`src/rtl/cdc_bus_rx_if.sv`:
```
// Signal bundle for the destination side of a toggle-handshake bus crossing.
// slave = receiver (cdc_bus_rx), master = the sender/consumer pair driving it.
interface cdc_bus_rx_if #(
    parameter int WIDTH = 32
);
    logic             req_tgl_async;
    logic [WIDTH-1:0] data_async;
    logic             out_ready;
    logic [WIDTH-1:0] data_out;
    logic             data_valid;
    logic             ack_tgl;
    logic             busy;
    logic             err_unstable;
    logic             err_protocol;

    modport slave (
        input  req_tgl_async, data_async, out_ready,
        output data_out, data_valid, ack_tgl, busy, err_unstable, err_protocol
    );

    modport master (
        output req_tgl_async, data_async, out_ready,
        input  data_out, data_valid, ack_tgl, busy, err_unstable, err_protocol
    );
endinterface

```
`src/rtl/cdc_bus_rx.sv`:
```
// Receive side of a two-phase request/ack bus crossing: synchronises the request
// toggle, waits for the quasi-static data bus to settle, then hands it off valid/ready.
module cdc_bus_rx #(
    parameter int WIDTH         = 32,
    parameter int SYNC_STAGES   = 2,
    parameter int STABLE_CYCLES = 2,
    parameter int MAX_WAIT      = 8
) (
    input  logic        Hclk,
    input  logic        Hreset,
    cdc_bus_rx_if.slave bus
);
    localparam int              CW          = $clog2(MAX_WAIT + 1);
    localparam logic [CW-1:0]   STABLE_LAST = CW'(STABLE_CYCLES - 1);
    localparam logic [CW-1:0]   WAIT_LAST   = CW'(MAX_WAIT - 1);

    typedef enum logic [1:0] {IDLE, CAPTURE, VALID} state_t;

    state_t                 state;
    logic [SYNC_STAGES-1:0] req_sync;
    logic                   req_s;
    logic                   req_s_d;
    logic                   req_seen;
    logic [WIDTH-1:0]       samp;
    logic [WIDTH-1:0]       data_out_q;
    logic [CW-1:0]          cnt;
    logic [CW-1:0]          wait_cnt;
    logic [CW-1:0]          wait_nxt;
    logic                   same;
    logic                   data_valid_q;
    logic                   ack_q;
    logic                   err_unst_q;
    logic                   err_prot_q;

    assign req_s    = req_sync[SYNC_STAGES-1];
    assign same     = (bus.data_async == samp);
    // Abort fires on the edge that brings the count to MAX_WAIT-1, so the abort
    // lands MAX_WAIT-1 edges after CAPTURE entry.
    assign wait_nxt = wait_cnt + CW'(1);

    always_ff @(posedge Hclk) begin
        if (Hreset) begin
            state        <= IDLE;
            req_sync     <= '0;
            req_s_d      <= 1'b0;
            req_seen     <= 1'b0;
            samp         <= '0;
            cnt          <= '0;
            wait_cnt     <= '0;
            data_out_q   <= '0;
            data_valid_q <= 1'b0;
            ack_q        <= 1'b0;
            err_unst_q   <= 1'b0;
            err_prot_q   <= 1'b0;
        end else begin
            req_sync   <= {req_sync[SYNC_STAGES-2:0], bus.req_tgl_async};
            req_s_d    <= req_s;
            err_unst_q <= 1'b0;
            // Any request movement while a word is in flight is a sender error;
            // the pending level is still honoured once we are back in IDLE.
            err_prot_q <= (req_s != req_s_d) && (state != IDLE);

            case (state)
                IDLE: begin
                    if (req_s != req_seen) begin
                        req_seen <= req_s;
                        samp     <= bus.data_async;
                        cnt      <= '0;
                        wait_cnt <= '0;
                        state    <= CAPTURE;
                    end
                end
                CAPTURE: begin
                    samp     <= bus.data_async;
                    wait_cnt <= wait_nxt;
                    cnt      <= same ? cnt + CW'(1) : '0;
                    if (same && cnt == STABLE_LAST) begin
                        data_out_q   <= bus.data_async;
                        data_valid_q <= 1'b1;
                        state        <= VALID;
                    end else if (wait_nxt == WAIT_LAST) begin
                        err_unst_q <= 1'b1;
                        ack_q      <= ~ack_q;
                        state      <= IDLE;
                    end
                end
                VALID: begin
                    if (bus.out_ready) begin
                        data_valid_q <= 1'b0;
                        ack_q        <= ~ack_q;
                        state        <= IDLE;
                    end
                end
                default: state <= IDLE;
            endcase
        end
    end

    assign bus.data_out     = data_out_q;
    assign bus.data_valid   = data_valid_q;
    assign bus.ack_tgl      = ack_q;
    assign bus.busy         = (state != IDLE);
    assign bus.err_unstable = err_unst_q;
    assign bus.err_protocol = err_prot_q;
endmodule

```
`src/flat_wrapper.sv`:
```
// flat-port wrapper written by rule: the top's interface ports become plain ports
module cdc_bus_rx_flat 
#(
    parameter int WIDTH         = 32,
    parameter int SYNC_STAGES   = 2,
    parameter int STABLE_CYCLES = 2,
    parameter int MAX_WAIT      = 8
)
  (Hclk, Hreset, bus_req_tgl_async, bus_data_async, bus_out_ready, bus_data_out, bus_data_valid, bus_ack_tgl, bus_busy, bus_err_unstable, bus_err_protocol);
  cdc_bus_rx_if #(.WIDTH(WIDTH)) bus_i ();
  input  logic Hclk;
  input  logic Hreset;
  input wire logic [$bits(bus_i.req_tgl_async)-1:0] bus_req_tgl_async;
  input wire logic [$bits(bus_i.data_async)-1:0] bus_data_async;
  input wire logic [$bits(bus_i.out_ready)-1:0] bus_out_ready;
  output wire logic [$bits(bus_i.data_out)-1:0] bus_data_out;
  output wire logic [$bits(bus_i.data_valid)-1:0] bus_data_valid;
  output wire logic [$bits(bus_i.ack_tgl)-1:0] bus_ack_tgl;
  output wire logic [$bits(bus_i.busy)-1:0] bus_busy;
  output wire logic [$bits(bus_i.err_unstable)-1:0] bus_err_unstable;
  output wire logic [$bits(bus_i.err_protocol)-1:0] bus_err_protocol;
  assign bus_i.req_tgl_async = bus_req_tgl_async;
  assign bus_i.data_async = bus_data_async;
  assign bus_i.out_ready = bus_out_ready;
  assign bus_data_out = bus_i.data_out;
  assign bus_data_valid = bus_i.data_valid;
  assign bus_ack_tgl = bus_i.ack_tgl;
  assign bus_busy = bus_i.busy;
  assign bus_err_unstable = bus_i.err_unstable;
  assign bus_err_protocol = bus_i.err_protocol;
  cdc_bus_rx #(.WIDTH(WIDTH), .SYNC_STAGES(SYNC_STAGES), .STABLE_CYCLES(STABLE_CYCLES), .MAX_WAIT(MAX_WAIT)) u_core (.Hclk(Hclk), .Hreset(Hreset), .bus(bus_i));
endmodule
```
`config.mk`:
```
export PLATFORM = sky130hd
export DESIGN_NAME = cdc_bus_rx_flat
export DESIGN_NICKNAME = d
export VERILOG_FILES = /design/src/rtl/cdc_bus_rx_if.sv /design/src/rtl/cdc_bus_rx.sv /design/src/flat_wrapper.sv
export SDC_FILE = /design/constraint.sdc
export NUM_CORES = 1
export LEC_CHECK = 0
export CAP_MARGIN = 40
export CORE_MARGIN = 1
export CORE_UTILIZATION = 40
export CTS_BUF_LIST = sky130_fd_sc_hd__clkbuf_8
export DETAILED_ROUTE_END_ITERATION = 12
export PLACE_DENSITY = 0.72
export SYNTH_ARGS = -nofsm -noshare
export SYNTH_HDL_FRONTEND = slang
export SYNTH_SLANG_ARGS = --single-unit
```
`constraint.sdc`:
```
create_clock -name Hclk -period 2.5 [get_ports Hclk]
set_input_delay 0.375 -clock Hclk [delete_from_list [all_inputs] [get_ports Hclk]]
set_output_delay 0.375 -clock Hclk [all_outputs]
set_load 0.03 [all_outputs]
```
After elaboration in Yosys (flattened, before gate mapping)
Index checks and enable logic that the tools add are counted.
- bits in registers: 82
- input port bits: 36
- output and inout port bits: 37
- word-level logic and storage cells: 61
- $add $sub $neg: 2
- equality and inequality tests: 13
- muxes and demuxes: 19
- bitwise operators: 2
- reduce and logical (&&, ||, !) cells: 13
- operators with widths (kind ; count):
    $pmux 32 s2 ; 1
    $eq 32x32->1 ; 1
    $mux 32 ; 1
    $pmux 4 s2 ; 2
    $add 4x1->4 const B ; 2
    $mux 2 ; 4
    $mux 4 ; 2
    $mux 1 ; 6
    $ne 2x1->1 const B ; 3
    $pmux 2 s3 ; 1
    $reduce_and 2->1 ; 3
    $reduce_and 3->1 ; 2
    $reduce_bool 2->1 ; 3
    $eq 4x1->1 const B ; 1
    $eq 4x3->1 const B ; 1
    $ne 2x2->1 const B ; 2
    $pmux 1 s2 ; 2
    $reduce_and 4->1 ; 1
    $ne 3x1->1 const B ; 1
    $reduce_or 3->1 ; 1
    $eq 2x1->1 const B ; 1
    $eq 2x2->1 const B ; 1
    $logic_and 1x1->1 ; 2
    $logic_not 2->1 ; 1
    other kinds (2) ; 4

Longest topological paths before layout
Gate-level depths: netlist of the first run.
- word-level depth: 5
- depth in mapped cells: 8
- gate-level depth less buffers: 7

Worst setup path before layout of the first run
Ideal clock, no wire load.
- path kind: input to register
- start: in bus_data_async[7]
- end: reg u_core.data_out_q[1], in the netlist u_core.bus.data_out[1]
- setup time: 128 ps
- arrival: 1926 ps
- required time: 2372 ps
- slack: 447 ps
- stages: 7
- buffers on the path: 1
- path through: xor2_1 > nor4_2 > nand4_2 > nor4_4 > buf_6 > mux2i_1 > nor2_1
- cells in the longest elaborated chain, start to end: 3
- RTL lines (item ; line ; RTL):
    start: declaration ; flat_wrapper.sv:14 ; input wire logic [$bits(bus_i.data_async)-1:0] bus_data_async;
    $eq 32x32->1 ; cdc_bus_rx.sv:36 ; assign same = (bus.data_async == samp);
    $logic_and 1x1->1 ; cdc_bus_rx.sv:77 ; if (same && cnt == STABLE_LAST) begin
    $reduce_and 2->1 (no source line) ; -- ;
    end signal: assignment ; cdc_bus_rx.sv:78 ; data_out_q <= bus.data_async;
    end: declaration ; cdc_bus_rx.sv:25 ; logic [WIDTH-1:0] data_out_q;
Every way passes these cells.
A chain may end at the register's enable or synchronous reset.

Worst setup path in the final report of the first run
- start: in bus_data_async[12]
- end: reg u_core.data_out_q[28], in the netlist u_core.bus.data_out[28]
Same word-level chain as after synthesis.

==> results of run 1 <==
==> cells in the mapped netlist (2+ instances only) <==
cell	number	area share (%)
a21oi_1	42	6.1
a31oi_1	2	0.36
buf_6	3	0.98
clkbuf_1	17	1.8
dfxtp_1	82	47
ha_1	4	1.4
inv_1	5	0.54
mux2i_1	32	9.2
nand2_1	70	7.6
nand3_1	3	0.43
nand4_2	2	0.72
nor2_1	48	5.2
nor2b_1	6	1.1
nor3_1	4	0.58
nor4_1	7	1.3
nor4_2	4	1.4
nor4_4	2	1.2
o21ai_0	4	0.58
xor2_1	33	8.3
==> sequential cells by signal, indices dropped and copies added (netlist names) <==
register                 count
u_core.bus.data_out         32
u_core.bus.ack_tgl           1
u_core.req_sync              2
u_core.state                 2
u_core.wait_cnt              4
u_core.samp                 32
u_core.bus.data_valid        1
u_core.cnt                   4
u_core.req_s_d               1
u_core.req_seen              1
u_core.bus.err_unstable      1
u_core.bus.err_protocol      1
==> worst min path at each step <==
stage                               endpoint  slack (ns)  cells after the start
2_1_floorplan  u_core.req_sync[1]$_SDFF_PP0_        0.41                      1
3_3_place_gp   u_core.req_sync[1]$_SDFF_PP0_        0.43                      1
6_report        u_core.state[1]$_SDFFE_PP0P_        0.34                      3
3_5_place_dp   u_core.req_sync[1]$_SDFF_PP0_        0.43                      1
5_1_grt         u_core.state[1]$_SDFFE_PP0P_        0.34                      3
4_1_cts         u_core.state[1]$_SDFFE_PP0P_        0.33                      3
==> report_power, final <==
group          internal (W)  total [W]  switching (W)
Combinational      0.000146   0.000338       0.000192
Sequential          0.00135    0.00138      0.0000321
Clock              0.000350   0.000813       0.000463
==> cell usage in the layout (no fill, tap or decap), drive strengths merged, types with 4 or more instances in the layout <==
cell type | synthesis | routed
mux2i | 32 | 32
clkinv | 0 | 4
nand2 | 70 | 70
o21ai | 4 | 4
inv | 5 | 7
a21oi | 42 | 42
nor2b | 6 | 6
ha | 4 | 4
clkdlybuf4s50 | 0 | 71
nor2 | 48 | 48
dfxtp | 82 | 82
buf | 4 | 29
nor4 | 13 | 13
xor2 | 33 | 33
clkbuf | 18 | 9
nor3 | 4 | 4
==> routing by layer <==
layer	vias to the layer above	part of all wire (%)
met4	0	0.85
met5	-	0
met2	63	48
met1	1325	46
li1	1466	-
met3	8	5.1
==> critical path, stage by stage <==
cell and delay, ns:
clkdlybuf4s50_1 0.46, xor2_1 0.19, nor4_1 0.41, nand4_2 0.19
nor4_4 0.31, buf_4 0.31, mux2i_1 0.22, nor2_1 0.05
==> per-stage QoR <==
| step | worst slack (ns) | area, sq um | std cells |
|---|---|---|---|
| finish | 0.203 | 4580 | 586 |
| global route | 0.0208 | 4580 | 586 |
| CTS | 0.188 | 4580 | 586 |
| detailed placement | -0.163 | 4420 | 570 |
| global placement | -0.107 | 4420 | 570 |
| floorplan | 0.447 | 3460 | 387 |
==> cell type report <==
type	count	area (sq um)	share of cell area, %
flip-flops and latches	82	1640	35.8
inverters	5	18.8	0.410
well taps	105	131	2.87
clock inverters	7	38.8	0.847
clock buffers	9	124	2.70
repair buffers	100	926	20.2
multi-input cells	278	1700	37.1
==> cell families (layout without fill, tap and decap cells) <==
| logic type | after synthesis | after routing |
|---|---|---|
| XOR/XNOR | 34 | 34 |
| AND/OR/NAND/NOR | 154 | 154 |
| adder cells (fa/ha/maj) | 4 | 4 |
| multiplexers | 32 | 32 |
| flip-flops | 82 | 82 |
| AO/OA/AOI/OAI | 54 | 54 |
| buffers and inverters | 27 | 121 |
==> flow_summary.toml, run 1 <==
[job]
drv_cap = 0

[pwr]
power_w = 0.00254
max-vdd-ir-drop_uv = 327
p_leak_nw = 1.73
powerDensity_mw_per_mm2 = 554

[floorplanning]
rows = 33
die_y_um = 95.1
dieArea_sq_mm = 0.00903
die_w_um = 95.1
start_util_pct = 41.7
io_pins = 73
core_sq_mm = 0.00830

[sta]
fin_crit_ns = 2.30
slew_headroom_pct = 49.0
tightest_slew_ns = 0.765
setup_viol = 0
finalHoldViolCount = 0
skew_ns = 0.0121
holdWs_ns = 0.339
fmaxAchievable_ghz = 0.435
slew_viol_final = 0
period_share_pct = 91.9
rsz0062_at_grt = "false"
fin_tns_setup_ns = 0

[placement]
place.gp.congestion = 0.775
dp_hpwl_um = 5380
io_buffer_count = 72

[route]
drt_iter0_markers = 118
drt-total-wl_um = 7670
drc = 0
drt_first_pass_iters = 6
num_vias = 2862
drtAntennaViolNets = 0
vias_per_cell = 4.88
avgRoutedWirePerCell_um = 13.1

[logic_synthesis]
ys_ff_latch = 82
yosysSeqAreaShare_pct = 47.4
ys_types = 36
synthAdderAreaFrac_pct = 1.45
synth-compound-area-share_pct = 8.45
synth_edf_count = 0
ys_warn_count = 0
synth_top_family_by_area = "simple AND/OR/NAND/NOR gates"
synth-main-ff-cell = "dfxtp_1"
synth_xor_area_share_pct = 8.60
yosys.area_share.simple_pct = 21.2
syn_area_sq_mm = 0.00346
synth-async-reset-ratio_pct = 0
muxShareOfSynthArea_pct = 9.25
synth_area_per_cell_sq_um = 8.95
syn_inst = 387
syn-num-nets = 427

[worst_setup_path]
r2r-start = "u_core.cnt[0]$_SDFFE_PP0P_"
crit_start = "bus_data_async[12]"
startpoint_type = "input pin"
critical_path_arrival_ns = 2.52
crit_end = "u_core.bus.data_out[28]$_SDFFE_PP0P_"
reg2reg_to = "u_core.bus.data_out[28]$_SDFFE_PP0P_"
crit_type = "input pin to register"
required_ns = 2.73
rrSetupSlack_ns = 0.37
reg2regPathDepth = 7
crit_fanout = 13
end_kind = "register"

[global_route]
grt_first_pass_wirelength_um = 12900
grt_use_met1_pct = 23.7
antenna_found_initial = 0
top_usage_layer = "met2"
grt_start_max_net_pins = 45
grt.overflow.total = 0
grt_pass1_vias = 2780
grt_usage_pct = 18.6
met2_usage_pct = 31.2
grt_use_met3_pct = 5.10

[clock_network]
cts_buffers = 9
hold_buffers = 0
clock_latency_ns = 0.35
cts_root_buffer = "clkbuf_8"
cts_setup_buffers = 0
clock_sinks = 82
ctsHtreeMaxLevel = 3
clkTransAtPathRegs_ns = 0.08
ctsLongestPathBuffers = 2
cts_tree = "done"
post_cts_resize_count = 0

[finish]
drive_gt1_share_pct = 11.2
area_growth_pct = 32.2
nets = 516
utilization_pct = 55.2
n_antenna_cell = 0
fill_cells = 762

[min_path]
min-delay-start = "Hreset"
hold_path.class = "input pin to register"

[status]
outcome = "finished clean"
No activity file was read; power rests on OpenSTA's default activity.
==> run 2, diff against run 1 <==
--- a/config.mk
+++ b/config.mk
@@ -5,8 +5,8 @@
 export SDC_FILE = /design/constraint.sdc
 export NUM_CORES = 1
 export LEC_CHECK = 0
-export CAP_MARGIN = 40
-export CORE_MARGIN = 1
+export CAP_MARGIN = 20
+export CORE_MARGIN = 2
 export CORE_UTILIZATION = 40
 export CTS_BUF_LIST = sky130_fd_sc_hd__clkbuf_8
 export DETAILED_ROUTE_END_ITERATION = 12
==> run 2 against run 1 <==
Compared with the run above:
- critical path depth stayed put
- design area is 0.22% higher
- clock power is 20% higher
- die area is 4.3% higher
- highest routed layer unchanged
==> flow_summary.toml, run 2 (same netlist as run 1, synthesis figures left out) <==
[status]
outcome = "finished clean"

[worst_setup_path]
reg2regPathDepth = 7
startpoint_type = "input pin"
crit_end = "u_core.bus.data_out[22]$_SDFFE_PP0P_"
reg2reg_to = "u_core.bus.data_out[22]$_SDFFE_PP0P_"
end_kind = "register"
crit_type = "input pin to register"
cp_slowest_cell = "clkdlybuf4s50_1"
r2r-start = "u_core.cnt[0]$_SDFFE_PP0P_"
crit_path_cell_trace = "clkdlybuf4s50_1 -> xor2_1 -> nor4_2 -> nand4_2 -> nor4_4 -> buf_4 -> mux2i_1 -> nor2_1"
crit_start = "bus_data_async[12]"
rrSetupSlack_ns = 0.34
critical_path_arrival_ns = 2.55
critPathMaxStageDelay_ns = 0.44
required_ns = 2.72
crit_fanout = 10

[pwr]
power.share.switching_pct = 24.7
internal_power_w = 0.00203
max-vdd-ir-drop_uv = 307
p_leak_nw = 1.72
sequentialPowerShare_pct = 51.5
p_sw_w = 0.000664
clkPwrFrac_pct = 36.2
p_comb_share_pct = 12.3
powerDensity_mw_per_mm2 = 587

[floorplanning]
io_pins = 73
start_util_pct = 41.7
core_sq_mm = 0.00830
die_y_um = 97.1
die_w_um = 97.1
dieArea_sq_mm = 0.00942
rows = 33

[finish]
area_growth_pct = 32.5
drive_gt1_share_pct = 10.5
final_cell_mix = "82 x dfxtp_1, 71 x clkdlybuf4s50_1, 70 x nand2_1"
final_common_cell = "dfxtp_1"
n_antenna_cell = 0
nets = 511

[sta]
fmaxAchievable_ghz = 0.430
setup_viol = 0
fin_crit_ns = 2.33
slew_viol_final = 0
finalWorstSetupSlack_ns = 0.172
slew_headroom_pct = 65.5
skew_ns = 0.00571
period_share_pct = 93.1
holdWs_ns = 0.355
finalHoldViolCount = 0
tightest_slew_ns = 0.517
rsz0062_at_grt = "false"

[global_route]
grt_first_pass_wirelength_um = 13200
antenna_found_initial = 0
grt.overflow.total = 0
grt_pass1_vias = 2807
grt_usage_pct = 17.2
grt_start_max_net_pins = 45

[placement]
io_buffer_count = 72
pre_cts_ws_ns = -0.315
dp_hpwl_um = 5580
place.gp.congestion = 0.757

[route]
num_vias = 2865
vias_per_cell = 4.94
drt_iter0_markers = 146
drtAntennaViolNets = 0
avgRoutedWirePerCell_um = 13.5
drc = 0
drt_first_pass_iters = 4
drt-total-wl_um = 7810

[clock_network]
clock_latency_ns = 0.34
ctsLongestPathBuffers = 2
cts_buffers = 9
cts_tree = "done"
hold_buffers = 0
clock_sinks = 82
ctsHtreeMaxLevel = 3
cts_root_buffer = "clkbuf_8"
clkTransAtPathRegs_ns = 0.08

[job]
drv_cap = 0

[min_path]
hold_path.class = "input pin to register"
==> run 2: layout make-up <==
cell class	count	area, sq um
clock inverter	3	38.8
multi-input combinational	278	1710
clock buffer	12	165
sequential	82	1640
inverter	5	18.8
timing repair buffer	95	888
fill	759	3710
tap	105	131
==> run 2: worst min path at each step <==
stage | depth (start not counted) | slack [ns] | from | endpoint
after floorplan | 1 | 0.41 | u_core.req_sync[0]$_SDFF_PP0_ | u_core.req_sync[1]$_SDFF_PP0_
after global placement | 1 | 0.43 | u_core.req_sync[0]$_SDFF_PP0_ | u_core.req_sync[1]$_SDFF_PP0_
after detailed placement | 1 | 0.44 | u_core.req_sync[0]$_SDFF_PP0_ | u_core.req_sync[1]$_SDFF_PP0_
after CTS | 2 | 0.34 | Hreset | u_core.bus.ack_tgl$_SDFFE_PP0P_
after global routing | 2 | 0.35 | Hreset | u_core.req_s_d$_SDFF_PP0_
final | 2 | 0.35 | Hreset | u_core.bus.data_valid$_SDFFE_PP0P_
==> run 2: what timing repair did <==
item                       CTS  global route
setup endpoints to repair    0            31
setup buffers                0             0
gates resized for setup      0             1
==> run 2: stage by stage <==
step	cells	total power, W	instance area, sq um	utilization [%]	setup TNS (ns)
final	580	0.00269	4590	55.3	0
after global routing	580	0.00283	4590	55.3	0
after CTS	580	0.00272	4580	55.2	0
after global placement	565	0.00174	4380	52.8	-5.99
after detailed placement	565	0.00175	4380	52.8	-9.12
after floorplan	387	0.00160	3460	-	0
==> run 2: power by group through the flow <==
stage | clock network [W] | registers [W] | logic, W
after CTS | 0.00100 | 0.00139 | 0.000336
final | 0.000975 | 0.00139 | 0.000332
after global routing | 0.00106 | 0.00139 | 0.000370
after global placement | 0 | 0.00141 | 0.000329
after detailed placement | 0 | 0.00142 | 0.000335
after floorplan | 0 | 0.00141 | 0.000191
==> run 2: metal layers <==
metal / GRT usage (%) / share of wire, %
met1: 21.1 / 45
met2: 28.7 / 49
met3: 5.32 / 4.5
met4: 5.85 / 1.8
met5: 0 / 0
==> run 2: critical path: cells and delay by family <==
family | cells | cell delay, ns
xor+xnor | 1 | 0.20
simple gates | 4 | 1.00
mux | 1 | 0.24
buf+inv | 2 | 0.73
==> run 3, diff against run 2 <==
--- a/config.mk
+++ b/config.mk
@@ -8,7 +8,6 @@
 export CAP_MARGIN = 20
 export CORE_MARGIN = 2
 export CORE_UTILIZATION = 40
-export CTS_BUF_LIST = sky130_fd_sc_hd__clkbuf_8
 export DETAILED_ROUTE_END_ITERATION = 12
 export PLACE_DENSITY = 0.72
 export SYNTH_ARGS = -nofsm -noshare
==> run 3 against run 2 <==
Compared with the run above:
- clock-buffer cell count rose by 1
- worst setup slack got worse by 0.0023 ns
- clock skew barely moved
- largest power group unchanged
- design area did not move
- die area did not move
- global-route usage did not move
- first-iteration DRC count did not move
- cell count did not move
- register-to-register slack barely moved
- power rose by 0.14%
- via count rose by 0.10%
==> flow_summary.toml, run 3 (same netlist as run 1, synthesis figures left out) <==
[clock_network]
ctsLongestPathBuffers = 2
cts_tree = "done"
cts_root_buffer = "clkbuf_8"
cts_setup_buffers = 0
clock_latency_ns = 0.35
ctsHtreeMaxLevel = 3
clock_sinks = 82
cts_buffers = 9
clkTransAtPathRegs_ns = 0.08

[global_route]
antenna_found_initial = 0
grt_usage_pct = 17.2
grt_start_max_net_pins = 45
grt_first_pass_wirelength_um = 13200
grt.overflow.total = 0
grt_pass1_vias = 2807

[worst_setup_path]
rrSetupSlack_ns = 0.33
startpoint_type = "input pin"
crit_type = "input pin to register"
crit_fanout = 10
required_ns = 2.72
end_kind = "register"
critical_path_arrival_ns = 2.56

[sta]
fin_crit_ns = 2.33
finalWorstSetupSlack_ns = 0.170
finalHoldViolCount = 0
slew_headroom_pct = 65.5
period_share_pct = 93.2
fmaxAchievable_ghz = 0.429
setup_viol = 0
holdWs_ns = 0.354
skew_ns = 0.00554
slew_viol_final = 0
fin_tns_setup_ns = 0
tightest_slew_ns = 0.517
rsz0062_at_grt = "false"

[route]
vias_per_cell = 4.94
drt_first_pass_iters = 4
drtAntennaViolNets = 0
drt-total-wl_um = 7790
num_vias = 2868
avgRoutedWirePerCell_um = 13.4
drt_iter0_markers = 146
drc = 0

[floorplanning]
dieArea_sq_mm = 0.00942
rows = 33
die_w_um = 97.1
die_y_um = 97.1
core_sq_mm = 0.00830
start_util_pct = 41.7
io_pins = 73

[finish]
multi_input_comb_area_sq_mm = 0.00171
final_common_cell = "dfxtp_1"
nets = 511
utilization_pct = 55.3
n_antenna_cell = 0
area_growth_pct = 32.5
final-seq-area_sq_mm = 0.00164
fill_cells = 759
final_cell_mix = "82 x dfxtp_1, 71 x clkdlybuf4s50_1, 70 x nand2_1"
drive_gt1_share_pct = 10.5

[placement]
place.gp.congestion = 0.757
pre_cts_ws_ns = -0.315
dp_hpwl_um = 5580
io_buffer_count = 72

[pwr]
powerDensity_mw_per_mm2 = 587
sequentialPowerShare_pct = 51.4
p_sw_w = 0.000664
p_leak_nw = 1.72
power.share.switching_pct = 24.6
clkPwrFrac_pct = 36.3
p_comb_share_pct = 12.3
max-vdd-ir-drop_uv = 308
internal_power_w = 0.00203

[status]
outcome = "finished clean"

[job]
drv_cap = 0

[min_path]
hold_path.class = "input pin to register"
## run 3: timing repair
item | in CTS | in global routing
setup endpoints to repair | 0 | 31
hold buffers | 0 | 0
gates resized for setup | 0 | 1
## run 3: final cells by class
class | instances | area share (%)
sequential | 82 | 35.8
multi-input combinational | 278 | 37.2
inverter | 5 | 0.409
tap | 105 | 2.86
clock inverter | 2 | 0.763
timing repair buffer | 95 | 19.4
clock buffer | 13 | 3.68
## run 3: stage by stage
stage / power [W] / area, sq um / cells
after CTS: 0.00273 / 4580 / 580
after global placement: 0.00174 / 4380 / 565
final: 0.00270 / 4590 / 580
after floorplan: 0.00160 / 3460 / 387
after detailed placement: 0.00175 / 4380 / 565
after global routing: 0.00283 / 4590 / 580
## run 3: worst max-delay path, cell delays in order
cell             delay [ns]
clkdlybuf4s50_1        0.44
xor2_1                 0.20
nor4_2                 0.40
nand4_2                0.21
nor4_4                 0.33
buf_4                  0.29
mux2i_1                0.24
nor2_1                 0.06
## run 3: final timing paths
| check | from | to | depth (start not counted) |
|---|---|---|---|
| min reg2reg | u_core.req_sync[0]$_SDFF_PP0_ | u_core.req_sync[1]$_SDFF_PP0_ | 1 |
| min | Hreset | u_core.bus.data_valid$_SDFFE_PP0P_ | 2 |
| max | bus_data_async[12] | u_core.bus.data_out[22]$_SDFFE_PP0P_ | 8 |
| max reg2reg | u_core.cnt[0]$_SDFFE_PP0P_ | u_core.bus.data_out[22]$_SDFFE_PP0P_ | 7 |
## run 3: power groups by stage
stage	sequential, W	clock, W	combinational (W)
2_1_floorplan	0.00141	0	0.000191
3_3_place_gp	0.00141	0	0.000329
3_5_place_dp	0.00142	0	0.000335
4_1_cts	0.00139	0.00101	0.000336
5_1_grt	0.00139	0.00107	0.000370
6_report	0.00139	0.000979	0.000332
## run 3: per-layer routing
metal / global-route usage [%] / up-vias / wire length [um]
met2: 28.7 / 59 / 3830
met1: 21.1 / 1338 / 3460
li1: - / 1460 / -
met5: 0 / - / 0
met3: 5.32 / 11 / 357
met4: 5.85 / 0 / 144
==> patch (settings of run 1) <==
Re-encode `state_t` (3 states) as one-hot, 3 bits wide.
--- a/src/rtl/cdc_bus_rx.sv
+++ b/src/rtl/cdc_bus_rx.sv
@@ -16,3 +16,3 @@
 
-    typedef enum logic [1:0] {IDLE, CAPTURE, VALID} state_t;
+    typedef enum logic [2:0] {IDLE = 3'b001, CAPTURE = 3'b010, VALID = 3'b100} state_t;
 
Check against the original RTL: same outputs for any inputs over 10 cycles, from zero or initial values and one cycle with Hreset high; not proved beyond that.
==> patch against run 1 <==
Worst setup slack got worse by 110 ps; core utilization rose by 2.4 points; maximum frequency shrank 4.7%; count of clock-buffer cells in the layout increased by 1; wire length up 4.6%; sequential cell count rose by 1; via count rose by 5.1%; global-route usage rose by 0.091 points; sequential power increased by 8%; power rose by 27%; synthesized area up 0.40%; hold slack better by 34 ps; final area grew 4.3%; critical path type unchanged.
==> patch: results (changes against run 1) <==
Route
  • WL per Instance: 13.28 µm (+1.5%)
  • First-pass iteration count of the detailed router: 4 (-2)
  • Vias post-DR: 3009 (+5.1%)
  • Drt initial violations: 173 (+47%)

Clock tree
  • Worst skew pair latency: 360 ps
  • Post-CTS setup buffer count: 0 (unchanged)
  • CTS clk-pin slew, worst paths: 80 ps (about the same)
  • # H-tree levels: 3 (unchanged)
  • CTS Buf Count: 9 (unchanged)
  • CTS Root Cell: clkbuf_8
  • PostCTS Resize Cnt: 0 (unchanged)
  • Clock buffer depth: 2 (unchanged)

Global route
  • Vias in the first global route: 2842 (+2.2%)
  • Antenna violations before repair: 0 (unchanged)
  • GRT Total Usage: 18.65% (+0.091 points)
  • Pin count of the biggest net entering global routing: 50 (+11%)
  • First-pass GRT wire length: 13060 µm (+1.0%)

Synthesis
  • Syn Area/Cell: 8.758 µm² (-2.1%)
  • Synth cell types: 36 (unchanged)
  • Total of warnings raised by yosys: 0 (unchanged)
  • Synthesized net count: 437 (+2.3%)
  • Async S/R FF share, synth: 0% (unchanged)
  • Register area share after synthesis: 47.79% (+0.39 points)
  • Ranking of synthesized cells by area: dfxtp_1, mux2i_1, nand2_1
  • Post-synth top cells: dfxtp_1, nand2_1, nor2_1, a21oi_1, mux2i_1

Setup path
  • R2r startpoint: u_core.state[1]
  • Worst reg-to-reg path cell count: 7 (unchanged)
  • End of the critical path: u_core.bus.data_out[22]
  • CP Data Arrival Time: 2640 ps (+120 ps)
  • R2R Setup Slk: 120 ps (-250 ps)
  • CP max stage delay: 560 ps (+100 ps)
  • Crit path max fanout: 13 (unchanged)
  • Slowest CP cell: or4_4
  • Critical path startpoint: bus_data_async[16]

Cells and area
  • Final #Nets: 534 (+3.5%)
  • Fillers: 723 (-5.1%)
  • Layout area overhead: 37.35%
  • Finished Layout Cells: 604 (+3.1%)
  • Layout cell share with drive strength beyond 1: 12.42% (+1.2 points)

Placed design
  • Placed cell count: 588 (+3.2%)
  • Port Buffers: 72 (unchanged)
  • Routability Congestion: 0.7906 (+2.0%)
  • DP Worst Slack: -315.8 ps (-152.8 ps)
  • DP Area: 4512 µm² (+2.2%)
  • Post-DP HPWL: 5651 µm (+5.0%)

Pwr
  • Seq group: 1.49 mW (+8%)
  • Sw power: 0.9426 mW (+37%)
  • Total chip power: 3.225 mW (+27%)
  • Leak Pwr: 1.878 nW (+8.7%)
  • VDD IR-drop max: 390.1 µV (+19%)
  • Comb pwr: 0.654 mW (+93%)

STA
  • Slew @ Worst Pin: 701.4 ps (-63.88 ps)
  • Worst Skew: 6.646 ps (-5.471 ps)
  • Fin worst setup slack: 89.61 ps (-113.3 ps)

Run status
  • Status: finished, final reports clean

Min path
  • Hold crit path type: in -> reg
-- patch: critical path: cells and delay by family --
| family | cells | cell delay [ps] |
|---|---|---|
| xor+xnor | 1 | 160 |
| buf+inv | 2 | 710 |
| mux | 1 | 180 |
| simple gates | 4 | 1200 |
-- patch: worst min path at each step --
stage | start | end | slack (ps) | cells after the start
detailed placement | u_core.req_sync[0] | u_core.req_sync[1] | 440 | 1
finish | bus_data_async[1] | u_core.samp[1] | 370 | 3
global placement | u_core.req_sync[0] | u_core.req_sync[1] | 440 | 1
CTS | u_core.req_sync[0] | u_core.req_sync[1] | 470 | 1
global route | bus_data_async[1] | u_core.samp[1] | 370 | 3
floorplan | u_core.req_sync[0] | u_core.req_sync[1] | 410 | 1
-- patch: cells by family (layout without fill, tap and decap cells) --
family                     count (synthesis)  in the layout  share of synthesized area, %
xor gates and xnor gates                  34             34                         8.564
buffers and inverters                     26            128                         3.418
DFF                                       83             83                         47.79
and+or+nand+nor                          162            162                         20.65
AOI/OAI and AO/OA                         55             55                         8.636
muxes                                     33             33                         9.500
adders and majority gates                  4              4                         1.439
-- patch: final cells by class --
type	instances	area (µm²)	share of cell area [%]
Clock buffer	10	137.6	2.882
Clock inverter	6	88.84	1.860
Inverter	5	18.77	0.3930
Multi-Input combinational cell	288	1738	36.39
Sequential cell	83	1662	34.79
Tap cell	105	131.4	2.751
Timing Repair Buffer	107	999.7	20.93
-- patch: per-layer routing --
metal	vias to the layer above	routed length [µm]	track usage [%]
met5	-	0	0
met4	0	73	5.051
met3	8	438	5.662
met2	84	3796	29.64
met1	1390	3714	24.46
li1	1527	-	-
